===== src/rtl/ram_arbiter.sv =====
// ram_arbiter: sole owner of the byte-wide RAM port, shared between
// instruction fetch (IF), data load (LD) and data store (ST).
// Each 1/2/4-byte request becomes consecutive byte accesses.
// Read bytes are reassembled little-endian, and each requester gets a
// one-cycle done pulse.
// Ports:
//   clk_in, rst_in (async active-low), rdy_in (freeze), flush_in (kill fetch)
//   if_*  : fetch request/address, done pulse, 32-bit instruction
//   ld_*  : load request/address/size, done pulse, zero-extended data
//   st_*  : store request/address/size/data, done pulse
//   ram_* : byte address, write byte, write enable, read byte
//   busy_out : 10 serving IF, 01 serving LD/ST, 00 idle/turnaround
module ram_arbiter #(
    parameter int unsigned ADDR_WIDTH = 32
) (
    input  logic                  clk_in,
    input  logic                  rst_in,
    input  logic                  rdy_in,
    input  logic                  flush_in,
    input  logic                  if_req_in,
    input  logic [ADDR_WIDTH-1:0] if_addr_in,
    output logic                  if_done_out,
    output logic [31:0]           if_data_out,
    input  logic                  ld_req_in,
    input  logic [ADDR_WIDTH-1:0] ld_addr_in,
    input  logic [1:0]            ld_len_in,
    output logic                  ld_done_out,
    output logic [31:0]           ld_data_out,
    input  logic                  st_req_in,
    input  logic [ADDR_WIDTH-1:0] st_addr_in,
    input  logic [1:0]            st_len_in,
    input  logic [31:0]           st_data_in,
    output logic                  st_done_out,
    output logic [ADDR_WIDTH-1:0] ram_a_out,
    output logic [7:0]            ram_dout_out,
    output logic                  ram_wr_out,
    input  logic [7:0]            ram_din_in,
    output logic [1:0]            busy_out
);
    localparam int unsigned DW = 32;
    localparam int unsigned CW = 3;

    typedef enum logic [1:0] {IDLE = 2'd0, RD = 2'd1, WR = 2'd2, TURN = 2'd3} state_t;

    state_t                state, state_nxt;
    logic [CW-1:0]         cnt, cnt_nxt, len, len_nxt;
    logic [ADDR_WIDTH-1:0] base, base_nxt;
    logic [DW-1:0]         wbuf, wbuf_nxt, rbuf, rbuf_nxt;
    logic                  last_data, last_data_nxt, is_if, is_if_nxt;
    logic                  if_done_nxt, ld_done_nxt, st_done_nxt, ram_wr_nxt;
    logic [DW-1:0]         if_data_nxt, ld_data_nxt;
    logic [ADDR_WIDTH-1:0] ram_a_nxt;
    logic [7:0]            ram_dout_nxt;
    logic [1:0]            busy_nxt;

    logic [CW-1:0]         k;
    logic [DW-1:0]         rbuf_cap;
    logic                  if_ok, data_ok, grant_if, grant_data;

    function automatic logic [CW-1:0] len_to_n(input logic [1:0] code);
        return code[1] ? CW'(4) : (code[0] ? CW'(2) : CW'(1));
    endfunction

    // k = number of bytes completed once the current edge is taken
    assign k        = cnt + CW'(1);
    assign rbuf_cap = rbuf | (DW'(ram_din_in) << {cnt[1:0], 3'b000});

    // A flushed fetch is never granted; IF wins a tie only if data went last
    assign if_ok      = if_req_in && !flush_in;
    assign data_ok    = st_req_in || ld_req_in;
    assign grant_if   = if_ok && (!data_ok || last_data);
    assign grant_data = data_ok && !grant_if;

    // Next-state and registered-output computation
    always_comb begin
        state_nxt     = state;
        cnt_nxt       = cnt;
        len_nxt       = len;
        base_nxt      = base;
        wbuf_nxt      = wbuf;
        rbuf_nxt      = rbuf;
        last_data_nxt = last_data;
        is_if_nxt     = is_if;
        if_done_nxt   = 1'b0;
        ld_done_nxt   = 1'b0;
        st_done_nxt   = 1'b0;
        if_data_nxt   = if_data_out;
        ld_data_nxt   = ld_data_out;
        ram_a_nxt     = ram_a_out;
        ram_dout_nxt  = ram_dout_out;
        ram_wr_nxt    = ram_wr_out;
        busy_nxt      = busy_out;

        case (state)
            IDLE: begin
                if (grant_if) begin
                    base_nxt      = if_addr_in;
                    len_nxt       = CW'(4);
                    is_if_nxt     = 1'b1;
                    last_data_nxt = 1'b0;
                    cnt_nxt       = '0;
                    rbuf_nxt      = '0;
                    ram_a_nxt     = if_addr_in;
                    ram_wr_nxt    = 1'b0;
                    busy_nxt      = 2'b10;
                    state_nxt     = RD;
                end else if (grant_data) begin
                    is_if_nxt     = 1'b0;
                    last_data_nxt = 1'b1;
                    cnt_nxt       = '0;
                    rbuf_nxt      = '0;
                    busy_nxt      = 2'b01;
                    if (st_req_in) begin
                        base_nxt     = st_addr_in;
                        len_nxt      = len_to_n(st_len_in);
                        wbuf_nxt     = st_data_in;
                        ram_a_nxt    = st_addr_in;
                        ram_dout_nxt = st_data_in[7:0];
                        ram_wr_nxt   = 1'b1;
                        state_nxt    = WR;
                    end else begin
                        base_nxt   = ld_addr_in;
                        len_nxt    = len_to_n(ld_len_in);
                        ram_a_nxt  = ld_addr_in;
                        ram_wr_nxt = 1'b0;
                        state_nxt  = RD;
                    end
                end
            end
            RD: begin
                if (is_if && flush_in) begin
                    busy_nxt  = 2'b00;
                    state_nxt = TURN;
                end else begin
                    rbuf_nxt = rbuf_cap;
                    cnt_nxt  = k;
                    if (k < len) begin
                        ram_a_nxt = base + ADDR_WIDTH'(k);
                    end else begin
                        if (is_if) begin
                            if_done_nxt = 1'b1;
                            if_data_nxt = rbuf_cap;
                        end else begin
                            ld_done_nxt = 1'b1;
                            ld_data_nxt = rbuf_cap;
                        end
                        busy_nxt  = 2'b00;
                        state_nxt = TURN;
                    end
                end
            end
            WR: begin
                cnt_nxt = k;
                if (k < len) begin
                    ram_a_nxt    = base + ADDR_WIDTH'(k);
                    ram_dout_nxt = 8'(wbuf >> {k[1:0], 3'b000});
                end else begin
                    ram_wr_nxt  = 1'b0;
                    st_done_nxt = 1'b1;
                    busy_nxt    = 2'b00;
                    state_nxt   = TURN;
                end
            end
            TURN: begin
                state_nxt = IDLE;
            end
            default: begin
                state_nxt = IDLE;
            end
        endcase
    end

    // State and output registers; rdy_in low freezes everything
    always_ff @(posedge clk_in or negedge rst_in) begin
        if (!rst_in) begin
            state        <= IDLE;
            cnt          <= '0;
            len          <= '0;
            base         <= '0;
            wbuf         <= '0;
            rbuf         <= '0;
            last_data    <= 1'b1;
            is_if        <= 1'b0;
            if_done_out  <= 1'b0;
            ld_done_out  <= 1'b0;
            st_done_out  <= 1'b0;
            if_data_out  <= '0;
            ld_data_out  <= '0;
            ram_a_out    <= '0;
            ram_dout_out <= '0;
            ram_wr_out   <= 1'b0;
            busy_out     <= 2'b00;
        end else if (rdy_in) begin
            state        <= state_nxt;
            cnt          <= cnt_nxt;
            len          <= len_nxt;
            base         <= base_nxt;
            wbuf         <= wbuf_nxt;
            rbuf         <= rbuf_nxt;
            last_data    <= last_data_nxt;
            is_if        <= is_if_nxt;
            if_done_out  <= if_done_nxt;
            ld_done_out  <= ld_done_nxt;
            st_done_out  <= st_done_nxt;
            if_data_out  <= if_data_nxt;
            ld_data_out  <= ld_data_nxt;
            ram_a_out    <= ram_a_nxt;
            ram_dout_out <= ram_dout_nxt;
            ram_wr_out   <= ram_wr_nxt;
            busy_out     <= busy_nxt;
        end
    end

endmodule

===== config.mk =====
export PLATFORM = sky130hd
export DESIGN_NAME = ram_arbiter
export DESIGN_NICKNAME = d
export VERILOG_FILES = /design/src/rtl/ram_arbiter.sv
export SDC_FILE = /design/constraint.sdc
export NUM_CORES = 1
export LEC_CHECK = 0
export BUFFER_PORTS_ARGS = -buffer_cell sky130_fd_sc_hd__buf_4
export CAP_MARGIN = 25
export CORE_MARGIN = 2
export CORE_UTILIZATION = 58
export CTS_CLUSTER_DIAMETER = 30
export DETAILED_ROUTE_END_ITERATION = 16
export PLACE_DENSITY_LB_ADDON = 0.05
export SLEW_MARGIN = 20
export SYNTH_ARGS = -nofsm -noshare
export SYNTH_HDL_FRONTEND = slang
export SYNTH_SLANG_ARGS = --single-unit

===== constraint.sdc =====
create_clock -name clk_in -period 6.8 [get_ports clk_in]
set_clock_uncertainty 0.15 [all_clocks]
set_input_delay 1.02 -clock clk_in [delete_from_list [all_inputs] [get_ports clk_in]]
set_output_delay 1.02 -clock clk_in [all_outputs]
set_load 0.01 [all_outputs]

**Word level (Yosys, flattened, before mapping)**

Index checks and enable logic that the tools add are counted.

- Add/subtract/negate cells: 2
- Order comparisons: 1
- Equal/unequal tests: 10
- Shift operators: 2
- Muxes and demuxes: 56
- Bitwise operators: 5
- Reduce and logical (&&, ||, !) cells: 24

Operators with widths:

| cell | count |
|---|---|
| two-way mux 32 bit | 8 |
| case mux 32 bit (3 select lines) | 1 |
| case mux 32 bit (2 select lines) | 1 |
| adder 32 x 3 -> 32 bit | 1 |
| two-way mux 8 bit | 4 |
| bitwise OR 32 bit | 1 |
| << shifter 8 x 5 -> 32 bit | 1 |
| right shift 32 x 5 -> 8 bit | 1 |
| two-way mux 3 bit | 8 |
| two-way mux 2 bit | 11 |
| two-way mux 1 bit | 18 |
| case mux 8 bit (2 select lines) | 1 |
| AND reduction 5 bit | 3 |
| != test 2 bit, second input constant | 6 |
| AND reduction 4 bit | 3 |
| case mux 3 bit (3 select lines) | 1 |
| case mux 2 bit (4 select lines) | 1 |
| case mux 2 bit (3 select lines) | 1 |
| AND reduction 3 bit | 2 |
| AND reduction 6 bit | 1 |
| nonzero test 2 bit | 3 |
| equality test 2 bit, second input constant | 2 |
| logical AND 1 bit | 4 |
| NOT 1 bit | 4 |
| other kinds (10) | 13 |

- Flip-flop bits (word level): 216

**Longest topological paths before layout**

- Depth in word-level cells: 9
- Mapped depth: 12
- Gate-level depth less buffers: 9

**Worst setup path after synthesis**

OpenSTA, ideal clock, no wires.

- Kind: reg2reg
- Start point: reg cnt[1]
- End point: reg ram_a_out[30]
- Library setup time: 126 ps
- Arrival time: 2,770 ps
- Data required time: 6,524 ps
- Slack: 3,754 ps
- Cell stages (with the launch flop): 10
- Path buffers: 1
- Cells stage by stage: dfrtp_1 -> ha_1 -> clkbuf_1 -> inv_1 -> fa_1 -> nor2b_1 -> o2111a_1 -> and4_1 -> xor2_1 -> a221o_1

- Longest elaborated chain between the ends: 5
- Elaborated cells on any way between the ends: 6

RTL lines:

| what | line | RTL |
|---|---|---|
| start, declared | 46 | `logic [CW-1:0] cnt, cnt_nxt, len, len_nxt;` |
| start signal, assigned | 195 | `cnt <= cnt_nxt;` |
| adder 3 x 1 -> 3 bit * | 65 | `assign k = cnt + CW'(1);` |
| adder 32 x 3 -> 32 bit or less-than comparator 3 bit (tied branches) | - |  |
| two-way mux 32 bit * | 137, 154 |  |
| two-way mux 32 bit | 131 | `if (is_if && flush_in) begin` |
| case mux 32 bit (3 select lines) * | 94 | `case (state)` |
| end signal, assigned | 207 | `ram_a_out <= ram_a_nxt;` |
| end, declared | 34 | `output logic [ADDR_WIDTH-1:0] ram_a_out,` |

Mark *: on every way between the ends. The rest lies on a longest branch, timed or not. The select of a mux whose other input is x is not followed.
A chain may end at the register's enable or synchronous reset.

**Worst setup path in the final report**

- Start point: reg cnt[0]
- End point: reg ram_a_out[16]

The elaborated chain is that of the path after synthesis.

==> reports/qor.yml <==
synth.avg_cell_area_um2: 10.2
rsz0062_at_grt: "no"
numClockSinks: 216
gp_congestion: 0.869
track_usage_pct: 29.8
status: "completed"
power_frac_clock_pct: 30.4
syn_to_final_growth_pct: 33.5
min_to: "if_data_out[17]$_DFFE_PN0P_"
power_density_mw_per_mm2: 493
p_sw_share_pct: 36.2
post_cts_buffers: 0
synth_edf_count: 0
drt-initial-drc-count: 663
die-area_mm2: 0.0190
cp.required_ps: 7050
port_buffers: 256
p_int_mw: 4.36
start_kind: "flop"
insertion_delay_ps: 510
p_leak_nw: 6.54
hp-start: "if_data_out[17]$_DFFE_PN0P_"
grt_start_max_net_pins: 81
synth_cell_types: 70
nets: 1414
clk_pin_slew_worst_paths_ps: 50
worstSetupPathType: "reg2reg"
critical_path_peak_fanout: 17
core-area_mm2: 0.0174
hold_viol_final: 0
cap_violations: 0
seqPwrFrac_pct: 33.0
slew_headroom_pct: 36.1
cp.arrival_ps: 4140
finalCritPeriodShare_pct: 57.2
hold_class: "reg2reg"
regToRegStartpoint: "cnt[0]$_DFFE_PN0P_"
ys_seq_area_share_pct: 52.1
ys_warn_count: 0
grt_pass1_wl_um: 44100
r2r_end: "ram_a_out[16]$_DFFE_PN0P_"
grt-ovfl-total: 0
die_h_um: 138
drive_above_1_share_pct: 33.8
cts_hold_repair.buffers: 0
synth_flop_cell: "dfrtp_1"
n_antenna_cell: 0
post-route-drc-count: 0
fin_setup_tns_ps: 0
start_util_pct: 59.6
grt_pass1_vias: 8756
p_comb_share_pct: 36.6
ir_drop_uv: 309
synth_seq_cells: 216
postRouteAntennaNets: 0
mostFrequentLayoutCell: "buf_4"
hpwl_um: 18600
r2r_setup_slack_ps: 2910
wl_um: 27700
synthArstFlopShare_pct: 100
die_w_um: 138
antenna_found_initial: 0
reg2reg_depth: 7
setup_violations: 0
viasPerCell: 5.82
drv_slew: 0
syn-cell-area_mm2: 0.0104
cts_tree: "yes"
cts_buffers: 41
cts_buffer_depth: 3
whs_path_depth: 2
cts-root-buf: "clkbuf_16"
p_sw_mw: 2.47
wl_per_cell_um: 18.3
cts_max_level: 2
synthesis.nets: 1174
finalHoldWorstSlack_ps: 328
cts_resized: 0
fill_cells: 1131
endpoint_kind: "flop"
synthCells: 1016
vias: 8802
rows: 48
max_freq_mhz: 257
layout_common_cells: "buf_4 (267), dfrtp_1 (215), nand2_1 (149)"
first_pass_iters: 5
ios: 257
fin_crit_ps: 3890
worst_slew_pin_slew_ps: 951
==> worst max-delay path by stage <==
stage | from | endpoint | slack, ps | cells past startpoint
after floorplan | cnt[1]$_DFFE_PN0P_ | ram_a_out[30]$_DFFE_PN0P_ | 3750 | 9
after global placement | cnt[0]$_DFFE_PN0P_ | ld_data_out[5]$_DFFE_PN0P_ | 2710 | 8
after detailed placement | cnt[0]$_DFFE_PN0P_ | ld_data_out[8]$_DFFE_PN0P_ | 2650 | 8
after CTS | cnt[0]$_DFFE_PN0P_ | ld_data_out[2]$_DFFE_PN0P_ | 2530 | 8
after global routing | cnt[0]$_DFFE_PN0P_ | ram_a_out[24]$_DFFE_PN0P_ | 2520 | 9
final | cnt[0]$_DFFE_PN0P_ | ram_a_out[16]$_DFFE_PN0P_ | 2910 | 7
==> cells in the mapped netlist, types with 3 or more instances <==
| cell | n | area [um^2] |
|---|---|---|
| nor3b_1 | 3 | 22.5 |
| o21a_1 | 5 | 37.5 |
| xor2_1 | 10 | 87.6 |
| o21ai_0 | 130 | 651 |
| a22o_1 | 4 | 35.0 |
| buf_1 | 12 | 45.0 |
| nand2_1 | 149 | 559 |
| xnor2_1 | 15 | 131 |
| a21oi_1 | 85 | 425 |
| clkbuf_1 | 38 | 143 |
| and3_1 | 9 | 56.3 |
| nand4_1 | 11 | 68.8 |
| or3_1 | 6 | 37.5 |
| inv_1 | 16 | 60.1 |
| nor2b_1 | 3 | 18.8 |
| o211ai_2 | 5 | 62.6 |
| and4_1 | 3 | 26.3 |
| and2_1 | 4 | 25.0 |
| o221ai_1 | 4 | 35.0 |
| o211ai_1 | 9 | 67.6 |
| nand2b_1 | 3 | 18.8 |
| mux4_2 | 8 | 180 |
| nor2_1 | 56 | 210 |
| buf_2 | 19 | 95.1 |
| mux2_2 | 64 | 721 |
| nand3_1 | 10 | 50.1 |
| a221o_1 | 5 | 50.1 |
| nor3_1 | 18 | 90.1 |
| ha_1 | 10 | 125 |
| mux2i_1 | 39 | 390 |
| dfrtp_1 | 215 | 5380 |
| o2111ai_1 | 3 | 26.3 |
| a31oi_1 | 3 | 18.8 |
==> area by class of cell <==
| cell class | count | area, um^2 | area share [%] |
|---|---|---|---|
| inverter | 17 | 63.8 | 0.461 |
| clock inverter | 29 | 352 | 2.54 |
| timing repair buffer | 270 | 2060 | 14.9 |
| multi-input combinational | 710 | 4600 | 33.2 |
| tap | 225 | 282 | 2.03 |
| sequential | 216 | 5410 | 39.0 |
| clock buffer | 46 | 1090 | 7.84 |
==> routing by layer <==
layer / part of all wire [%] / track usage, % / up-vias
li1: - / - / 4095
met1: 41 / 39.9 / 4278
met2: 50 / 50.0 / 385
met3: 7.4 / 6.07 / 44
met4: 1.7 / 7.60 / 0
met5: 0 / 0 / -
==> cell families (layout without fill, tap and decap cells) <==
| family | after synthesis | in the layout | share of synthesized area (%) |
|---|---|---|---|
| AO/OA/AOI/OAI | 279 | 279 | 16.2 |
| AND/OR/NAND/NOR | 284 | 284 | 12.0 |
| buffers and inverters | 90 | 362 | 3.70 |
| flip-flops | 216 | 216 | 52.1 |
| adder cells (fa/ha/maj) | 11 | 11 | 1.40 |
| XOR/XNOR | 25 | 25 | 2.11 |
| multiplexers | 111 | 111 | 12.4 |
==> power groups by stage <==
stage	Combinational (mW)	Sequential [mW]	Clock, mW
2_1_floorplan	1.52	2.25	0
3_3_place_gp	2.39	2.23	0
3_5_place_dp	2.46	2.25	0
4_1_cts	2.50	2.24	2.09
5_1_grt	2.77	2.31	2.17
6_report	2.50	2.25	2.08
==> critical path, cell delays in order, from the launching register on <==
cell and delay, ps:
dfrtp_1 830, ha_1 530, ha_1 270, a21oi_1 160, o21ai_2 190, a2111oi_4 780
nand2_1 550, o221ai_1 320
==> flip-flops by register name, summed over array words and instances, names as in the netlist <==
name          flops
state             2
ram_a_out        32
ram_wr_out        1
last_data         1
len               3
cnt               3
ld_data_out      32
if_data_out      32
ram_dout_out      8
base             32
busy_out          2
if_done_out       1
wbuf             32
rbuf             32
ld_done_out       1
st_done_out       1
is_if             1
==> stage by stage <==
stage | utilization (%) | setup WS, ps | std cells | power, mW | area (um^2)
after floorplan | - | 3750 | 1016 | 3.77 | 10400
after global placement | 71.0 | 2710 | 1435 | 4.62 | 12400
after detailed placement | 71.0 | 2650 | 1435 | 4.71 | 12400
after CTS | 79.3 | 2530 | 1510 | 6.83 | 13800
after global routing | 79.5 | 2520 | 1513 | 7.25 | 13800
final | 79.5 | 2910 | 1513 | 6.82 | 13800
(Power assumes the default switching activity.)
